$ cat src/rtl/message_fifo_arbiter.sv
// message_fifo_arbiter: round-robin frame arbiter sharing one message_fifo write port.
// Optional BODY idle timeout is built in when MSG_ARB_TIMEOUT_EN is defined.
module message_fifo_arbiter #(
  parameter int               N_REQ      = 4,
  parameter logic [7:0]       EVENT_BASE = 8'h10,
  parameter logic [N_REQ-1:0] LEN_MASK   = {N_REQ{1'b1}},
  parameter int               GAP_CYCLES = 2,
  parameter int               TIMEOUT    = 255
) (
  input  logic               clk,
  input  logic               rst_n,
  input  logic [N_REQ-1:0]   req_frame_valid_i,
  input  logic [8*N_REQ-1:0] req_data_i,
  input  logic [N_REQ-1:0]   req_data_latch_i,
  output logic [N_REQ-1:0]   req_grant_o,
  output logic [N_REQ-1:0]   req_ready_o,
  output logic [N_REQ-1:0]   req_abort_o,
  output logic [7:0]         seq_num_o,
  output logic [7:0]         fifo_in_data_o,
  output logic               fifo_in_data_latch_o,
  output logic               fifo_in_frame_valid_o,
  input  logic               fifo_in_overflow_i,
  output logic               fifo_populate_len_o
);

  localparam int IW = (N_REQ > 1) ? $clog2(N_REQ) : 1;
  localparam int GW = $clog2(GAP_CYCLES + 1);

  localparam logic [2:0] S_IDLE  = 3'd0;
  localparam logic [2:0] S_SOF   = 3'd1;
  localparam logic [2:0] S_HDR   = 3'd2;
  localparam logic [2:0] S_BODY  = 3'd3;
  localparam logic [2:0] S_END   = 3'd4;
  localparam logic [2:0] S_GAP   = 3'd5;
  localparam logic [2:0] S_DRAIN = 3'd6;

  logic [2:0]    state_q, state_d;
  logic [IW-1:0] idx_q, idx_d;
  logic [IW-1:0] rr_q, rr_d;
  logic [7:0]    seq_q, seq_d;
  logic [1:0]    hcnt_q, hcnt_d;
  logic [GW-1:0] gcnt_q, gcnt_d;
  logic          len_q, len_d;

  logic          cur_vld;
  logic          cur_lat;
  logic [7:0]    cur_data;
  logic          ovf_hit;
  logic          to_hit;
  logic          abort_hit;
  logic          pick_vld;
  logic [IW-1:0] pick_idx;
  logic [IW:0]   pick_j;

  assign cur_vld  = req_frame_valid_i[idx_q];
  assign cur_lat  = req_data_latch_i[idx_q];
  assign cur_data = req_data_i[{idx_q, 3'b000} +: 8];

  assign ovf_hit = fifo_in_overflow_i &
                   ((state_q == S_HDR) | (state_q == S_BODY));
  assign abort_hit = ovf_hit | to_hit;
  assign seq_num_o = seq_q;

`ifdef MSG_ARB_TIMEOUT_EN
  localparam int TW = (TIMEOUT > 1) ? $clog2(TIMEOUT) : 1;

  logic [TW-1:0] to_q, to_d;

  // Idle-cycle run length inside BODY; any strobe restarts it.
  always_comb begin
    to_d = '0;
    if (state_q == S_BODY && !cur_lat) begin
      to_d = to_q + 1'b1;
    end
  end

  assign to_hit = (state_q == S_BODY) & cur_vld & ~cur_lat &
                  (to_q == TW'(TIMEOUT - 1));

  always_ff @(posedge clk or negedge rst_n) begin
    if (!rst_n) begin
      to_q <= '0;
    end else begin
      to_q <= to_d;
    end
  end
`else
  logic unused_timeout;

  assign unused_timeout = (TIMEOUT != 0);
  assign to_hit = 1'b0;
`endif

  // Round-robin search starting at rr_q.
  always_comb begin
    pick_vld = 1'b0;
    pick_idx = '0;
    pick_j   = '0;
    for (int k = 0; k < N_REQ; k++) begin
      pick_j = {1'b0, rr_q} + (IW+1)'(k);
      if (pick_j >= (IW+1)'(N_REQ)) begin
        pick_j = pick_j - (IW+1)'(N_REQ);
      end
      if (!pick_vld && req_frame_valid_i[pick_j[IW-1:0]]) begin
        pick_vld = 1'b1;
        pick_idx = pick_j[IW-1:0];
      end
    end
  end

  always_comb begin
    state_d = state_q;
    idx_d   = idx_q;
    rr_d    = rr_q;
    seq_d   = seq_q;
    hcnt_d  = hcnt_q;
    gcnt_d  = gcnt_q;
    len_d   = len_q;
    unique case (state_q)
      S_IDLE: begin
        if (pick_vld) begin
          state_d = S_SOF;
          idx_d   = pick_idx;
          rr_d    = (pick_idx == IW'(N_REQ - 1)) ?
                    '0 : pick_idx + 1'b1;
        end
      end
      S_SOF: begin
        state_d = S_HDR;
        hcnt_d  = '0;
      end
      S_HDR: begin
        if (ovf_hit) begin
          state_d = S_DRAIN;
        end else if (hcnt_q == 2'd2) begin
          state_d = cur_vld ? S_BODY : S_END;
        end else begin
          hcnt_d = hcnt_q + 2'd1;
        end
      end
      S_BODY: begin
        if (abort_hit) begin
          state_d = S_DRAIN;
        end else if (!cur_vld) begin
          state_d = S_END;
        end
      end
      S_END: begin
        state_d = S_GAP;
        seq_d   = seq_q + 8'd1;
        len_d   = LEN_MASK[idx_q];
        gcnt_d  = '0;
      end
      S_DRAIN: begin
        if (!cur_vld) begin
          state_d = S_GAP;
          len_d   = 1'b0;
          gcnt_d  = '0;
        end
      end
      S_GAP: begin
        if (gcnt_q == GW'(GAP_CYCLES - 1)) begin
          state_d = S_IDLE;
        end else begin
          gcnt_d = gcnt_q + 1'b1;
        end
      end
      default: state_d = S_IDLE;
    endcase
  end

  always_comb begin
    req_grant_o           = '0;
    req_ready_o           = '0;
    req_abort_o           = '0;
    fifo_in_frame_valid_o = 1'b0;
    fifo_in_data_latch_o  = 1'b0;
    fifo_in_data_o        = '0;
    fifo_populate_len_o   = 1'b0;
    if (state_q != S_IDLE) begin
      req_grant_o[idx_q] = 1'b1;
    end
    if (abort_hit) begin
      req_abort_o[idx_q] = 1'b1;
    end
    case (state_q)
      S_SOF: begin
        fifo_in_frame_valid_o = 1'b1;
        fifo_in_data_o = EVENT_BASE + 8'(idx_q);
      end
      S_HDR: begin
        fifo_in_frame_valid_o = 1'b1;
        fifo_in_data_latch_o  = 1'b1;
        fifo_in_data_o = (hcnt_q == 2'd0) ? seq_q : 8'h00;
      end
      S_BODY: begin
        fifo_in_frame_valid_o = 1'b1;
        req_ready_o[idx_q]    = 1'b1;
        fifo_in_data_o        = cur_data;
        fifo_in_data_latch_o  = cur_vld & cur_lat;
      end
      S_GAP: begin
        fifo_populate_len_o = len_q & (gcnt_q < GW'(2));
      end
      default: ;
    endcase
  end

  always_ff @(posedge clk or negedge rst_n) begin
    if (!rst_n) begin
      state_q <= S_IDLE;
      idx_q   <= '0;
      rr_q    <= '0;
      seq_q   <= '0;
      hcnt_q  <= '0;
      gcnt_q  <= '0;
      len_q   <= 1'b0;
    end else begin
      state_q <= state_d;
      idx_q   <= idx_d;
      rr_q    <= rr_d;
      seq_q   <= seq_d;
      hcnt_q  <= hcnt_d;
      gcnt_q  <= gcnt_d;
      len_q   <= len_d;
    end
  end

endmodule

$ cat config.mk
export PLATFORM = sky130hd
export DESIGN_NAME = message_fifo_arbiter
export DESIGN_NICKNAME = d
export VERILOG_FILES = /design/src/rtl/message_fifo_arbiter.sv
export SDC_FILE = /design/constraint.sdc
export NUM_CORES = 1
export LEC_CHECK = 0
export BUFFER_PORTS_ARGS = -buffer_cell sky130_fd_sc_hd__buf_2
export CAP_MARGIN = 20
export CORE_UTILIZATION = 30
export CTS_CLUSTER_DIAMETER = 150
export DETAILED_ROUTE_END_ITERATION = 6
export PLACE_DENSITY = 0.58
export REMOVE_ABC_BUFFERS = 1
export SLEW_MARGIN = 15
export SYNTH_ARGS = -nofsm -noshare
export SYNTH_HDL_FRONTEND = slang
export SYNTH_SLANG_ARGS = --single-unit
$ cat constraint.sdc
create_clock -name clk -period 2.45 [get_ports clk]
set_clock_uncertainty 0.15 [all_clocks]
set_input_delay 0.1225 -clock clk [delete_from_list [all_inputs] [get_ports clk]]
set_output_delay 0.1225 -clock clk [all_outputs]
set_load 0.005 [all_outputs]
==> results.md, run 1 <==
* Status: finished clean
* Detailed Routing Iterations Pass 1 at 4
* Drt drc at 0
* Fin area at 0.00219 mm2
* Distinct cells, synth at 53
* RSZ-0062 raised after global routing: no
* DIE HEIGHT at slightly below 80 um
* Tot GR Track Use at 16.0%
* Setup Crit Path Kind: reg2out
* CP max stage cell: dfrtp_1
* Post-synth ARST share at 100%
* CP required at 2.18 ns
* Final min period at between 2 and 2.5 ns
* First-pass GRT wire length at about 7600 um
* Count leader, synth: dfrtp_1
* # resized after CTS at 0
* Maximum vdd drop at 0.477 mV
* Setup WS pre-CTS at 0.451 ns
* CTS max path bufs at 2
* Leakage at 0.00106 uW
* Worst hold slack at 0.0864 ns
* Layout Cells excl Fill at 317
* Core Region at 0.00527 mm2
* FF+latch count, synth at 20
* Max-Cap Viols at 0
* Register area share after synthesis at 29.7%
* Number of diodes at 0
* Fin nets at 295
* GP Congestion at 0.754
* Crit start category: flip-flop
* Worst Path Max Fanout at 11
* Drt total wl at about 4500 um
* Worst EP arrival at 2.00 ns
* Fmax at 0.441 GHz
* Post-synth top area share at 29.7%
* Initial Util at 32.0%
* Hold-fix buffers, CTS at 1
* Drt initial violations at between 60 and 70
* Post-route ant nets at 0
* DP HPWL at 3480 um
* Hold Path Class: in2reg
* Slew Viols, Final at 0
* Die W at 77.0 um
* Slew Limit Headroom at 58.8%
* Placed Cells incl. Taps at 312
* Crit-path max cell delay at 0.74 ns
* Number of global-route vias before repair at 1549
* Sequential cell area at 500 um2
* CTS sink cnt at 20
* Setup_tns at 0 ns
* Final WS setup at 0.181 ns
* Top cell type by total area after synthesis: dfrtp_1
* Post-synth top cells: dfrtp_1, nor2_1, nand2_1
* Tcrit/Tclk final at just over 90%
* Clock network latency to the later pin of the worst-skew pair at roughly 0.26 ns
* Initial antenna violation count at 0
* Dpl cell area at 0.00210 mm2
* Root Driver: clkbuf_8
* Htree depth at 1
* Synth top area cells: dfrtp_1, mux4_2, nor2_1
* PD cells at approximately 1100 mW/mm2
* Crit-path cells: buf_4, mux2i_4, nand2b_1, a21oi_1, buf_2
* Syn Std Cell Area at 0.00169 mm2
* EDFF count, synth at 0
* Multi-input logic area at 0.00107 mm2
* Post-CTS Setup Inserts at 0
* Total CTS buffers at 3
* Layout cell share with drive strength beyond 1 at 42.5%
* Final hold vios at 0
* # fillers at approximately 560
* Area grow syn2layout at 29.6%
* Worst Setup End Kind: output pin
* CTS tree: built
* DR WL/cell at 14.1 um
* I/O pin count at 74
* Port bufs at 73
* # setup viols final at 0
* Worst-margin pin slew at between 0.6 and 0.7 ns
* Grt ovf at 0
* Worst-path clk slew at about 0.08 ns
* Avg Vias per Cell at ~5.1
* Mean post-synth cell area at 9.69 um2
* Synth Instances at 174
* Die area at 0.00593 mm2
* Core Rows at 26
* Pin count of the biggest net entering global routing at 21
* Synth Warn # at 0
* Vias post-DR at 1609
* Main synth FF type: dfrtp_1
## state kept, by name (all words and copies together), names as in the netlist, named ones only
signal and cells:
rr_q 1, gcnt_q 2, len_q 1, idx_q 2, state_q 3, hcnt_q 2, seq_num_o 8
## critical path: cells and delay by family (launching register included)
family	cells	cell delay [ns]
and+or+nand+nor	1	0.15
AOI/OAI and AO/OA	1	0.07
muxes	1	0.32
buffers and inverters	2	0.45
DFF	1	0.74
## worst paths after layout
| path | start | to | slack, ns | cells past startpoint |
|---|---|---|---|---|
| min in group asynchronous | rst_n | seq_num_o[2] | 0.19 | 2 |
| min reg2reg | len_q | len_q | 0.33 | 1 |
| max reg2reg | idx_q[0] | gcnt_q[1] | 0.47 | 5 |
| max | idx_q[0] | fifo_in_data_latch_o | 0.18 | 5 |
| min | fifo_in_overflow_i | state_q[2] | 0.09 | 3 |
| max in group asynchronous | rst_n | idx_q[1] | 1.64 | 2 |
## where the power goes
group	switching [uW]	internal, uW
Combinational	658	719
Clock	120	218
Sequential	279	467
## final cells by class
type | instances | share of cell area [%]
flip-flops and latches | 20 | 22.9
clock inverters | 1 | 1.37
multi-input cells | 134 | 48.9
clock buffers | 3 | 1.89
well taps | 70 | 4.01
inverters | 8 | 1.37
repair buffers | 81 | 19.6
## layer usage
layer / track usage, % / vias up / part of all wire, %
li1: - / 797 / -
met1: 21.3 / 767 / 48
met2: 26.9 / 41 / 48
met3: 1.43 / 4 / 3.0
met4: 5.66 / 0 / 1.3
met5: 0 / - / 0
## per-stage QoR
stage,utilization [%],power [uW]
3_3_place_gp,39.9,2110
4_1_cts,41.5,2480
3_5_place_dp,39.9,2130
6_report,41.5,2460
5_1_grt,41.5,2680
2_1_floorplan,-,1600
## cells by family after synthesis
logic type	after synthesis	synth area share, %
multiplexers	16	17.4
AO/OA/AOI/OAI	40	18.1
buffers and inverters	20	6.97
XOR/XNOR	8	4.15
flip-flops	20	29.7
adder cells (fa/ha/maj)	4	2.97
AND/OR/NAND/NOR	66	20.7
## layout by cell type (no fill, tap or decap), types with 2 or more instances in the layout
master    Yosys  layout
a32oi_1       2       2
nand3_1       6       6
buf_4         2       7
o21ai_0       6       6
a32o_1        5       5
mux4_2        9       9
clkbuf_8      0       3
inv_1         8       8
or3_1         2       2
nor3_1        5       5
nand2b_1      5       5
mux2_2        2       2
a22o_1        3       3
and3b_1       2       2
nand4_1       2       2
nand2_1      15      15
xor2_1        2       2
nor3_2        2       2
mux2i_1       2       2
buf_2         4      73
nor2_1       17      17
a21oi_1       8       8
dfrtp_1      20      20
ha_1          4       4
xnor2_1       6       6
o221ai_1      2       2
a22oi_1       2       2
o22ai_1       2       2
Power figures use the tool's default switching activity.
==> run 2: changes to the inputs <==
--- a/config.mk
+++ b/config.mk
@@ -5,12 +5,14 @@
 export SDC_FILE = /design/constraint.sdc
 export NUM_CORES = 1
 export LEC_CHECK = 0
+export ABC_AREA = 1
 export BUFFER_PORTS_ARGS = -buffer_cell sky130_fd_sc_hd__buf_2
 export CAP_MARGIN = 20
-export CORE_UTILIZATION = 30
+export CORE_MARGIN = 2
+export CORE_UTILIZATION = 44
 export CTS_CLUSTER_DIAMETER = 150
 export DETAILED_ROUTE_END_ITERATION = 6
-export PLACE_DENSITY = 0.58
+export PLACE_DENSITY = 0.78
 export REMOVE_ABC_BUFFERS = 1
 export SLEW_MARGIN = 15
 export SYNTH_ARGS = -nofsm -noshare
==> run 2 against run 1 <==
Cell count increased by 24%. Combinational power up 25%. Die area down 25%. Via count increased by 24%. Critical path depth rose by 1. Non-clock buffer count fell by 4. Register-to-register slack worse by 0.08 ns. First-iteration DRC count is 37% higher. Clock-buffer cell count unchanged. Synthesized cell count increased by 55%. Cell area about the same. Sequential power decreased by 14%.
==> results.md, run 2 <==
* Final hold vios at 0
* CP bufs+invs at 1
* Synth Instances at 269
* CP max stage cell: nor2_1
* Worst EP arrival at 1.97 ns
* Worst-path clk slew at 0.07 ns
* CTS sink cnt at 20
* Initial Util at a little under half
* Tcrit/Tclk final at 91.5%
* Top cell by count, worst path: nand2_1
* Initial antenna violation count at 0
* EDFF count, synth at 0
* Internal Power at roughly 1200 uW
* Worst Path Max Fanout at 7
* CP delay by family, top: simple AND/OR/NAND/NOR gates
* Area grow syn2layout at 26.9%
* # resized after CTS at 0
* Clk pwr share at 8.4%
* Post-synth top area share at approximately 29%
* Slew Limit Headroom at 57.3%
* Core Region at ~0.0037 mm2
* Syn Std Cell Area at 0.00172 mm2
* Worst-margin pin slew at 0.639 ns
* Hold Path Class: in2reg
* Crit start category: flip-flop
* Die area at 0.00443 mm2
* WHS Path Cells at 4
* Clock network latency to the later pin of the worst-skew pair at 0.26 ns
* P_sw at 1360 uW
* Main synth FF type: dfrtp_1
* Worst Setup End Kind: output pin
* Setup Crit Path Kind: reg2out
* Fin nets at 393
* Flop-to-flop setup slack at 0.39 ns
* Final Power at between 2000 and 3000 uW
* Layout cell share with drive strength beyond 1 at 31.1%
* Mean post-synth cell area at around 6.4 um2
* Status: finished clean
* Vias post-DR at 1989
* Tot GR Track Use at 23.3%
* Core Rows at 22
* Post-CTS Setup Inserts at 0
* Htree depth at 1
* # fillers at 391
* GP Congestion at 0.851
* Commonest non-fill, non-tap cell in the layout: nand2_1
* Worst flop-to-flop path endpoint: state_q[1]
* DR WL/cell at ~12 um
* FF+latch count, synth at 20
* Count leader, synth: nand2_1
* Pin count of the biggest net entering global routing at 21
* # setup viols final at 0
* CTS tree: built
* PD cells at 1180 mW/mm2
* Number of diodes at 0
* First-pass GRT wire length at about 8000 um
* WHS Endpoint: hcnt_q[1]
* Distinct cells, synth at 31
* Hold-fix buffers, CTS at 1
* Fmax at 0.446 GHz
* Synth top area cells: dfrtp_1, nand2_1, a22oi_1
* I/O pin count at 74
* Setup_tns at 0 ns
* RSZ-0062 raised after global routing: no
* Maximum vdd drop at 0.490 mV
* Drt initial violations at between 80 and 90
* Crit-path max cell delay at approximately 0.52 ns
* Port bufs at 73
* Sw frac at 52.7%
* Most frequent cells in the layout: nand2_1, buf_2, nor2_1, inv_1, dfrtp_1
* Crit-path cells: nor2_1, nand2_1, o2111ai_1, nand2_1, a21oi_1, buf_2
* Flop pwr share at ~25%
* Register area share after synthesis at roughly 29%
* Multi-input logic area at 0.00104 mm2
* DIE HEIGHT at 66.6 um
* Max FFs per register at 8
* Worst hold slack at roughly 0.026 ns
* Sequential cell area at 500 um2
* Min-delay src: fifo_in_overflow_i
* Setup WS pre-CTS at between 0.4 and 0.5 ns
* DP HPWL at 3840 um
* Final min period at 2.24 ns
* Number of global-route vias before repair at roughly 1800
* Total CTS buffers at 3
* Slew Viols, Final at 0
* Detailed Routing Iterations Pass 1 at 4
* Avg Vias per Cell at 5.07
* Post-synth top cells: nand2_1, nor2_1, inv_1
* Reg2reg path depth at 7
* Drt total wl at 4730 um
* Post-route ant nets at 0
* Final WS setup at 0.207 ns
* Worst r2r src: idx_q[0]
* Logic pwr share at ~67%
* CP required at 2.18 ns
* Root Driver: clkbuf_8
* Grt ovf at 0
* Leakage at 0.00128 uW
* Max-Cap Viols at 0
* Drt drc at 0
* Die W at about 67 um
* Post-synth ARST share at 100%
* Top cell type by total area after synthesis: dfrtp_1
* CTS max path bufs at 2
* Synth Warn # at 0
[run 2: changes by cell type in the layout (fill, tap and decap cells not counted), moves of 11 or more]
cell     change
inv_2       +11
nand2_1     +72
o21ai_1     +11
nand3_1     +13
nand2_2     +11
inv_1       +17
a22oi_1     +15
nor2_1      +11
[run 2: layer usage]
metal	wire length, um	up-vias	GRT usage (%)
met5	0	-	0
met4	42	0	6.12
met3	272	4	3.04
met2	2270	62	40.3
met1	2150	902	30.6
li1	-	1021	-
[run 2: final cells by class]
class / instances / share of cell area (%)
Multi-Input combinational cell: 206 / 47.7
Sequential cell: 20 / 22.9
Timing Repair Buffer: 77 / 18.2
Inverter: 38 / 6.64
Tap cell: 48 / 2.75
Clock buffer: 3 / 1.89
[run 2: per-stage QoR]
stage	std cells	area (um2)	utilization, %
final	392	2190	58.9
after global routing	392	2190	58.9
after CTS	392	2190	58.9
after detailed placement	388	2140	57.5
after global placement	388	2140	57.5
after floorplan	264	1690	-
[run 2: logic make-up (layout without fill, tap and decap cells)]
| logic type | Yosys count | after routing | synth area share, % |
|---|---|---|---|
| DFF | 20 | 20 | 29.0 |
| AOI/OAI and AO/OA | 39 | 39 | 14.7 |
| buffers and inverters | 43 | 118 | 10.5 |
| and+or+nand+nor | 155 | 155 | 38.7 |
| muxes | 1 | 1 | 0.654 |
| xor gates and xnor gates | 7 | 7 | 3.56 |
| adders and majority gates | 4 | 4 | 2.90 |
[run 2: power by group through the flow]
stage          registers, uW  clock network, uW  logic [uW]
4_1_cts                  634                219        1740
5_1_grt                  661                237        1970
3_3_place_gp             639                  0        1700
6_report                 638                217        1730
2_1_floorplan            609                  0        1220
3_5_place_dp             638                  0        1730
[run 2: worst max-delay path by stage]
| stage | startpoint | depth (start not counted) | to |
|---|---|---|---|
| 2_1_floorplan | idx_q[0] | 6 | state_q[1] |
| 3_3_place_gp | idx_q[0] | 6 | state_q[1] |
| 3_5_place_dp | idx_q[0] | 6 | state_q[2] |
| 4_1_cts | idx_q[0] | 6 | fifo_in_data_latch_o |
| 5_1_grt | idx_q[0] | 6 | fifo_in_data_latch_o |
| 6_report | idx_q[0] | 6 | fifo_in_data_latch_o |
[run 2: worst reg2reg max path: cells and delay by family (launching register included)]
family	cells	cell delay [ns]
flip-flops	1	0.42
AND/OR/NAND/NOR	6	1.15
AO/OA/AOI/OAI	1	0.29
